File: config.mk
export PLATFORM = sky130hd
export DESIGN_NAME = noc_packetizer
export DESIGN_NICKNAME = d
export VERILOG_FILES = /design/src/rtl/noc_pkg.sv /design/src/rtl/noc_sync_fifo.sv /design/src/rtl/noc_packetizer.sv
export SDC_FILE = /design/constraint.sdc
export NUM_CORES = 1
export LEC_CHECK = 0
export ABC_AREA = 1
export BUFFER_PORTS_ARGS = -buffer_cell sky130_fd_sc_hd__buf_2
export CORE_ASPECT_RATIO = 2
export CORE_MARGIN = 10
export CORE_UTILIZATION = 37
export CTS_CLUSTER_SIZE = 14
export DETAILED_ROUTE_END_ITERATION = 16
export GPL_ROUTABILITY_DRIVEN = 0
export GPL_TIMING_DRIVEN = 1
export PLACE_DENSITY = 0.67
export SLEW_MARGIN = 20
export SYNTH_ARGS = -nofsm -noshare
export SYNTH_HDL_FRONTEND = slang
export SYNTH_HIERARCHICAL = 1
export SYNTH_SLANG_ARGS = --single-unit
File: constraint.sdc
create_clock -name clk1 -period 3.75 [get_ports clk1]
set_input_delay 0.1875 -clock clk1 [delete_from_list [all_inputs] [get_ports clk1]]
set_output_delay 0.1875 -clock clk1 [all_outputs]
set_load 0.05 [all_outputs]
File: src/rtl/noc_pkg.sv
// Purpose: shared flit layout, field widths and checksum for the NoC endpoints.
// Latency: n/a (types, constants and pure functions only).
// Backpressure: n/a.
package noc_pkg;

    localparam int FLIT_W    = 32;
    localparam int NODE_ID_W = 4;
    localparam int SEQ_W     = 4;
    localparam int CHK_W     = 4;
    localparam int DATA_W    = 8;

    // Bit offsets of each flit field (LSB position).
    localparam int DST_LSB = 28;
    localparam int SRC_LSB = 24;
    localparam int SEQ_LSB = 20;
    localparam int CHK_LSB = 16;
    localparam int A_LSB   = 8;
    localparam int B_LSB   = 0;

    typedef struct packed {
        logic [NODE_ID_W-1:0] dst;
        logic [NODE_ID_W-1:0] src;
        logic [SEQ_W-1:0]     seq;
        logic [CHK_W-1:0]     chk;
        logic [DATA_W-1:0]    a;
        logic [DATA_W-1:0]    b;
    } flit_t;

    // Nibble-wise XOR over both operands.
    function automatic logic [CHK_W-1:0] checksum(input logic [DATA_W-1:0] a,
                                                  input logic [DATA_W-1:0] b);
        return a[7:4] ^ a[3:0] ^ b[7:4] ^ b[3:0];
    endfunction

    function automatic flit_t build_flit(input logic [NODE_ID_W-1:0] dst,
                                         input logic [NODE_ID_W-1:0] src,
                                         input logic [SEQ_W-1:0]     seq,
                                         input logic [DATA_W-1:0]    a,
                                         input logic [DATA_W-1:0]    b);
        flit_t f;
        f.dst = dst;
        f.src = src;
        f.seq = seq;
        f.chk = checksum(a, b);
        f.a   = a;
        f.b   = b;
        return f;
    endfunction

endpackage

File: src/rtl/noc_sync_fifo.sv
// Purpose: single-clock FIFO with registered full/empty flags.
// Latency: write at edge n is visible on rd_dat after edge n (head-of-queue read).
// Backpressure: writes while full and reads while empty are ignored.
// Ports: clk/rst (sync, active-high), wr_en/wr_dat push side, rd_en/rd_dat pop side,
//        full/empty registered status flags.
module noc_sync_fifo #(
    parameter int WIDTH = 32,
    parameter int DEPTH = 4
) (
    input  logic             clk,
    input  logic             rst,
    input  logic             wr_en,
    input  logic [WIDTH-1:0] wr_dat,
    input  logic             rd_en,
    output logic [WIDTH-1:0] rd_dat,
    output logic             full,
    output logic             empty
);

    localparam int AW = (DEPTH > 1) ? $clog2(DEPTH) : 1;
    localparam int CW = $clog2(DEPTH + 1);

    logic [WIDTH-1:0] mem [DEPTH];
    logic [AW-1:0]    wr_ptr;
    logic [AW-1:0]    rd_ptr;
    logic [CW-1:0]    count;
    logic [CW-1:0]    count_nxt;
    logic             do_wr;
    logic             do_rd;

    assign do_wr  = wr_en & ~full;
    assign do_rd  = rd_en & ~empty;
    assign rd_dat = mem[rd_ptr];

    always_comb begin
        count_nxt = count;
        case ({do_wr, do_rd})
            2'b10:   count_nxt = count + CW'(1);
            2'b01:   count_nxt = count - CW'(1);
            default: count_nxt = count;
        endcase
    end

    // Storage is cleared on reset so the head reads zero until the first write.
    // Pointers wrap naturally because DEPTH is a power of two.
    always_ff @(posedge clk) begin
        if (rst) begin
            wr_ptr <= '0;
            rd_ptr <= '0;
            count  <= '0;
            full   <= 1'b0;
            empty  <= 1'b1;
            for (int i = 0; i < DEPTH; i++) begin
                mem[i] <= '0;
            end
        end else begin
            if (do_wr) begin
                mem[wr_ptr] <= wr_dat;
                wr_ptr      <= wr_ptr + AW'(1);
            end
            if (do_rd) begin
                rd_ptr <= rd_ptr + AW'(1);
            end
            count <= count_nxt;
            full  <= (count_nxt == CW'(DEPTH));
            empty <= (count_nxt == '0);
        end
    end

endmodule

File: src/rtl/noc_packetizer.sv
// Purpose: builds flits from local A/B/K pushes and queues them toward the router.
// Latency: push at edge n shows router_in_valid after edge n when the queue was empty.
// Backpressure: buffer_out (registered full) blocks pushes; router_in held while not ready.
// Ports: clk1/rst (sync, active-high); A, B, K, buffer_in push side; buffer_out busy;
//        router_in/router_in_valid/router_in_ready router side; drop_cnt self-push drops.
module noc_packetizer
    import noc_pkg::*;
#(
    parameter int                   BUS_WIDTH = 32,
    parameter logic [NODE_ID_W-1:0] NODE_ID   = 4'h0,
    parameter int                   DEPTH     = 4
) (
    input  logic                 clk1,
    input  logic                 rst,
    input  logic [7:0]           A,
    input  logic [7:0]           B,
    input  logic [3:0]           K,
    input  logic                 buffer_in,
    output logic                 buffer_out,
    output logic [BUS_WIDTH-1:0] router_in,
    output logic                 router_in_valid,
    input  logic                 router_in_ready,
    output logic [7:0]           drop_cnt
);

    logic [SEQ_W-1:0] seq;
    logic             push_ok;
    logic             self_push;
    flit_t            new_flit;
    logic             fifo_full;
    logic             fifo_empty;
    logic [FLIT_W-1:0] head_dat;

    // A flit addressed to ourselves would never leave the mesh; count and drop it.
    assign self_push = buffer_in & ~buffer_out & (K == NODE_ID);
    assign push_ok   = buffer_in & ~buffer_out & (K != NODE_ID);
    assign new_flit  = build_flit(K, NODE_ID, seq, A, B);

    always_ff @(posedge clk1) begin
        if (rst) begin
            seq      <= '0;
            drop_cnt <= '0;
        end else begin
            if (push_ok) begin
                seq <= seq + SEQ_W'(1);
            end
            if (self_push && (drop_cnt != 8'hFF)) begin
                drop_cnt <= drop_cnt + 8'd1;
            end
        end
    end

    noc_sync_fifo #(
        .WIDTH (FLIT_W),
        .DEPTH (DEPTH)
    ) u_fifo (
        .clk    (clk1),
        .rst    (rst),
        .wr_en  (push_ok),
        .wr_dat (new_flit),
        .rd_en  (router_in_ready),
        .rd_dat (head_dat),
        .full   (fifo_full),
        .empty  (fifo_empty)
    );

    assign buffer_out      = fifo_full;
    assign router_in_valid = ~fifo_empty;
    assign router_in       = head_dat;

endmodule
# After elaboration in Yosys (flattened, before gate mapping)
# Memory sizes are Yosys's and may differ from the RTL's. A register that Yosys moved wholly into a read port is not among the register bits.
# Index checks and enable logic that the tools add are counted.
[classes]
n_bitwise = 10
mux = 11
n_reduce_logical = 5
n_addsub = 6
eq_ne = 4
[ops]
columns = ["op", "count"]
rows = [
  ["$mux W28", 1],
  ["$reduce_or A28 Y1", 1],
  ["$xor A4 B4 Y4", 3],
  ["$add A8 B1 Y8 const B", 1],
  ["$ne A8 B8 Y1 const B", 1],
  ["$mux W1", 6],
  ["$mux W2", 3],
  ["$pmux W3 S2", 1],
  ["$and A1 B1 Y1", 5],
  ["$add A2 B1 Y2 const B", 2],
  ["$add A4 B1 Y4 const B", 1],
  ["$logic_not A4 Y1", 1],
  ["$reduce_bool A4 Y1", 1],
  ["$add A3 B1 Y3 const B", 1],
  ["$eq A3 B3 Y1 const B", 1],
  ["$logic_not A3 Y1", 1],
  ["$sub A3 B1 Y3 const B", 1],
  ["$eq A2 B1 Y1 const B", 1],
  ["$eq A2 B2 Y1 const B", 1],
  ["$not A1 Y1", 2],
  ["$logic_and A1 B1 Y1", 1],
]
[totals]
output_inout_bits = 42
memories = 1
register_bits = 21
wordCells = 44
ramBits = 112
inputBits = 24
[mem_list]
columns = ["memory", "depth", "width", "rd", "rd_clocked_by_memory_dff", "write_ports", "line", "text"]
rows = [
  ["u_fifo.mem", 4, 28, 1, 1, 4, "noc_sync_fifo.sv:23", "logic [WIDTH-1:0] mem [DEPTH];"],
]

# Longest topological paths before layout
[logic_depth]
word_depth = 9
ltp_mapped = 16
ltp_nobuf = 16

# Cells and area by module
# Netlist, hierarchy kept.
[by_module_without_submodules]
columns = ["module", "area_per_inst_um2", "cells_each", "instances", "seq_area_each_um2"]
rows = [
  ["noc_sync_fifo", 6192.2, 553, 1, 4063.9],
  ["noc_packetizer", 787.0, 116, 1, 240.2],
]

# Least setup slack after synthesis
# Ideal clock, no wire load.
[synth_timing]
path_kind = "register -> register"
from = "register u_fifo.full"
to = "memory u_fifo/mem[3][0] in the netlist's numbering (enable)"
period_less_slack_ns = 4.067
path_slack_ns = -0.317
required_time_ns = 3.280
n_path_buf = 0
path_stages_with_launch = 8
t_arrival_ns = 3.598
setup_time_ns = 0.470
path_cell_list = "dfxtp_1 nor2_1 nand2_1 inv_2 inv_1 nor2_4 inv_1 o31ai_1"
[synth_lines]
columns = ["element", "line", "text"]
rows = [
  ["start, declared", "noc_sync_fifo.sv:16", "output logic full,"],
  ["start signal, assigned", "noc_sync_fifo.sv:65", "full <= (count_nxt == CW'(DEPTH));"],
  ["end, declared", "noc_sync_fifo.sv:23", ""],
]

==> flow_summary.json <==
{
  "holdPathStages": 3,
  "io_pins": 66,
  "path_class": "flip-flop to output pin",
  "vias_per_cell": 5.02,
  "overflow": 0,
  "fillers": 1831,
  "power_frac_comb_pct": 23.2,
  "die_x_um": 117,
  "synth_top_cell_area_share_pct": 55.1,
  "worst_pin_slew_ps": 1060,
  "setup_viol": 0,
  "clock_latency_ps": 420,
  "grt_pass1_wl_um": 25800,
  "post_drt_wl_per_cell_um": 17.3,
  "maxSlewHeadroom_pct": 29.0,
  "core_sq_um": 18700,
  "start_util_pct": 37.4,
  "p_seq_share_pct": 41.1,
  "setup.worst_path.end": "router_in[27]",
  "final_common_cell": "nor2_1",
  "synthCells": 669,
  "timing.setup.tns_ps": 0,
  "postSynthAreaPerCell_sq_um": 10.4,
  "min_period_ps": 2570,
  "regArea_sq_um": 4310,
  "drcViolationCount": 0,
  "r2r_start": "u_fifo/full",
  "yosysSeqAreaShare_pct": 61.7,
  "area_delta_synth_final_pct": 16.1,
  "path_clk_slew_ps": 60,
  "rsz0062_at_grt": "false",
  "n_antenna_cell": 0,
  "cts_hold_buf": 0,
  "hold_viol": 0,
  "vias": 4845,
  "cts_buffers": 17,
  "syn_area_sq_um": 6980,
  "ant_nets": 0,
  "switching_share_pct": 33.0,
  "vdd_drop_max_mv": 0.358,
  "max_freq_mhz": 389,
  "antenna_found_initial": 0,
  "ys_warn_count": 6,
  "clock-root-buffer": "clkbuf_16",
  "cp_data_required_time_ps": 3560,
  "drt_iter0_drc": 225,
  "reg2reg_to": "u_fifo/empty",
  "finalCritPeriodShare_pct": 68.5,
  "worst_clock_skew_ps": 5.66,
  "rows": 71,
  "cts_sinks": 151,
  "path_max_fanout": 32,
  "drive_gt1_share_pct": 23.5,
  "clock_tree.buffer_depth": 2,
  "routed_wl_um": 16700,
  "cts_setup_buffers": 0,
  "clockPowerShare_pct": 35.7,
  "synth.area.top_cells": "edfxtp_1 55%, nor2_1 8.1%, dfxtp_1 6.6%, o21ai_0 4.9%, nand2_4 3.7%",
  "drv_slew": 0,
  "grt_usage_pct": 13.6,
  "grt_max_degree": 65,
  "r2r_setup_slack_ps": 1360,
  "hp-class": "input pin to flip-flop",
  "grt_pass1_vias": 4997,
  "start_kind": "flip-flop",
  "yosys.area.top_type": "edfxtp_1",
  "internal-power_mw": 3.33,
  "synth_cell_types": 33,
  "ctsResizeCount": 0,
  "portBuffers": 65,
  "final_nets": 761,
  "drt-pass1-iter-count": 5,
  "worstRegToRegCells": 15,
  "p_total_mw": 4.97,
  "multi_input_area_sq_um": 2240,
  "end_kind": "output pin",
  "layout_common_cells": "151 x nor2_1, 128 x edfxtp_1, 67 x o21ai_0, 65 x buf_2, 60 x inv_1",
  "drv_cap": 0,
  "h-tree-depth": 4,
  "die_height_um": 214,
  "powerDensity_nw_per_um2": 613,
  "dp_hpwl_um": 11000,
  "die-area_sq_um": 25100,
  "outcome": "finished, final reports clean",
  "synth-seq-cells": 151,
  "arrival_ps": 2380,
  "cts_tree": "built",
  "power.static_leakage_nw": 3.42,
  "power.switching_mw": 1.64
}
-- critical path: stages (launching register included) --
cell	delay [ps]
dfxtp_1	310
inv_1	770
o21ai_0	280
o22ai_1	280
buf_2	320
-- power by group through the flow --
stage,logic [mW],registers [mW],clock network (mW)
2_1_floorplan,0.895,2.06,0
3_3_place_gp,1.16,2.07,0
3_5_place_dp,1.17,2.08,0
4_1_cts,1.17,2.04,1.80
5_1_grt,1.25,2.06,1.86
6_report,1.15,2.04,1.77
-- layout make-up --
cell class,count,area share [%]
tap,219,3.38
timing repair buffer,72,4.66
multi-input combinational,423,27.7
clock inverter,6,0.494
inverter,68,3.27
clock buffer,26,7.37
sequential,151,53.1
-- cell usage after synthesis, drive strengths merged --
| library cell | n |
|---|---|
| clkbuf | 8 |
| o21ai | 73 |
| nand2 | 76 |
| dfxtp | 23 |
| buf | 23 |
| ha | 3 |
| edfxtp | 128 |
| xnor2 | 9 |
| fa | 1 |
| nor3 | 1 |
| a21oi | 10 |
| conb | 1 |
| nand4 | 2 |
| o31ai | 1 |
| nand3 | 16 |
| xor2 | 6 |
| o22ai | 32 |
| nor2 | 187 |
| inv | 68 |
| o21bai | 1 |
-- sequential cells by signal, summed over array words and instances, names as in the netlist, named ones only --
register and flops:
u_fifo/rd_ptr 2, drop_cnt 8, u_fifo/count 3, u_fifo/empty 1, u_fifo/mem 128, seq 4
u_fifo/wr_ptr 2, u_fifo/full 1
-- how the worst min path moves through the flow --
stage	slack, ps	startpoint	to
after global routing	110	B[3]	u_fifo/mem[3][3]
after CTS	90	B[3]	u_fifo/mem[3][3]
final	100	B[3]	u_fifo/mem[3][3]
after global placement	460	u_fifo/rd_ptr[0]	u_fifo/rd_ptr[0]
after detailed placement	470	u_fifo/rd_ptr[0]	u_fifo/rd_ptr[0]
after floorplan	260	rst	drop_cnt[0]
-- cell families (layout without fill, tap and decap cells) --
group / Yosys count / count (layout) / share of synthesized area [%]
and+or+nand+nor: 282 / 282 / 19.8
DFF: 151 / 151 / 61.7
AOI/OAI and AO/OA: 117 / 117 / 9.04
buffers and inverters: 99 / 172 / 6.72
xor gates and xnor gates: 15 / 15 / 1.88
adders and majority gates: 4 / 4 / 0.825
other: 1 / 5 / 0.0537
-- metal layers --
| layer | vias to the layer above | wire (um) | GRT usage [%] |
|---|---|---|---|
| met3 | 28 | 840 | 3.61 |
| met5 | - | 0 | 0 |
| li1 | 2361 | - | - |
| met2 | 121 | 9330 | 25.0 |
| met1 | 2335 | 6180 | 13.5 |
| met4 | 0 | 384 | 6.05 |
-- stage by stage --
stage | hold slack (ps) | cell area [sq um] | util, % | cells | setup slack [ps]
after floorplan | 257 | 7000 | - | 673 | -185
after global placement | 461 | 7460 | 40.0 | 933 | 1320
after detailed placement | 468 | 7460 | 40.0 | 933 | 1310
after CTS | 89.9 | 8100 | 43.4 | 965 | 1140
after global routing | 106 | 8100 | 43.4 | 965 | 1030
final | 102 | 8100 | 43.4 | 965 | 1180
No activity file was read; power rests on OpenSTA's default activity.
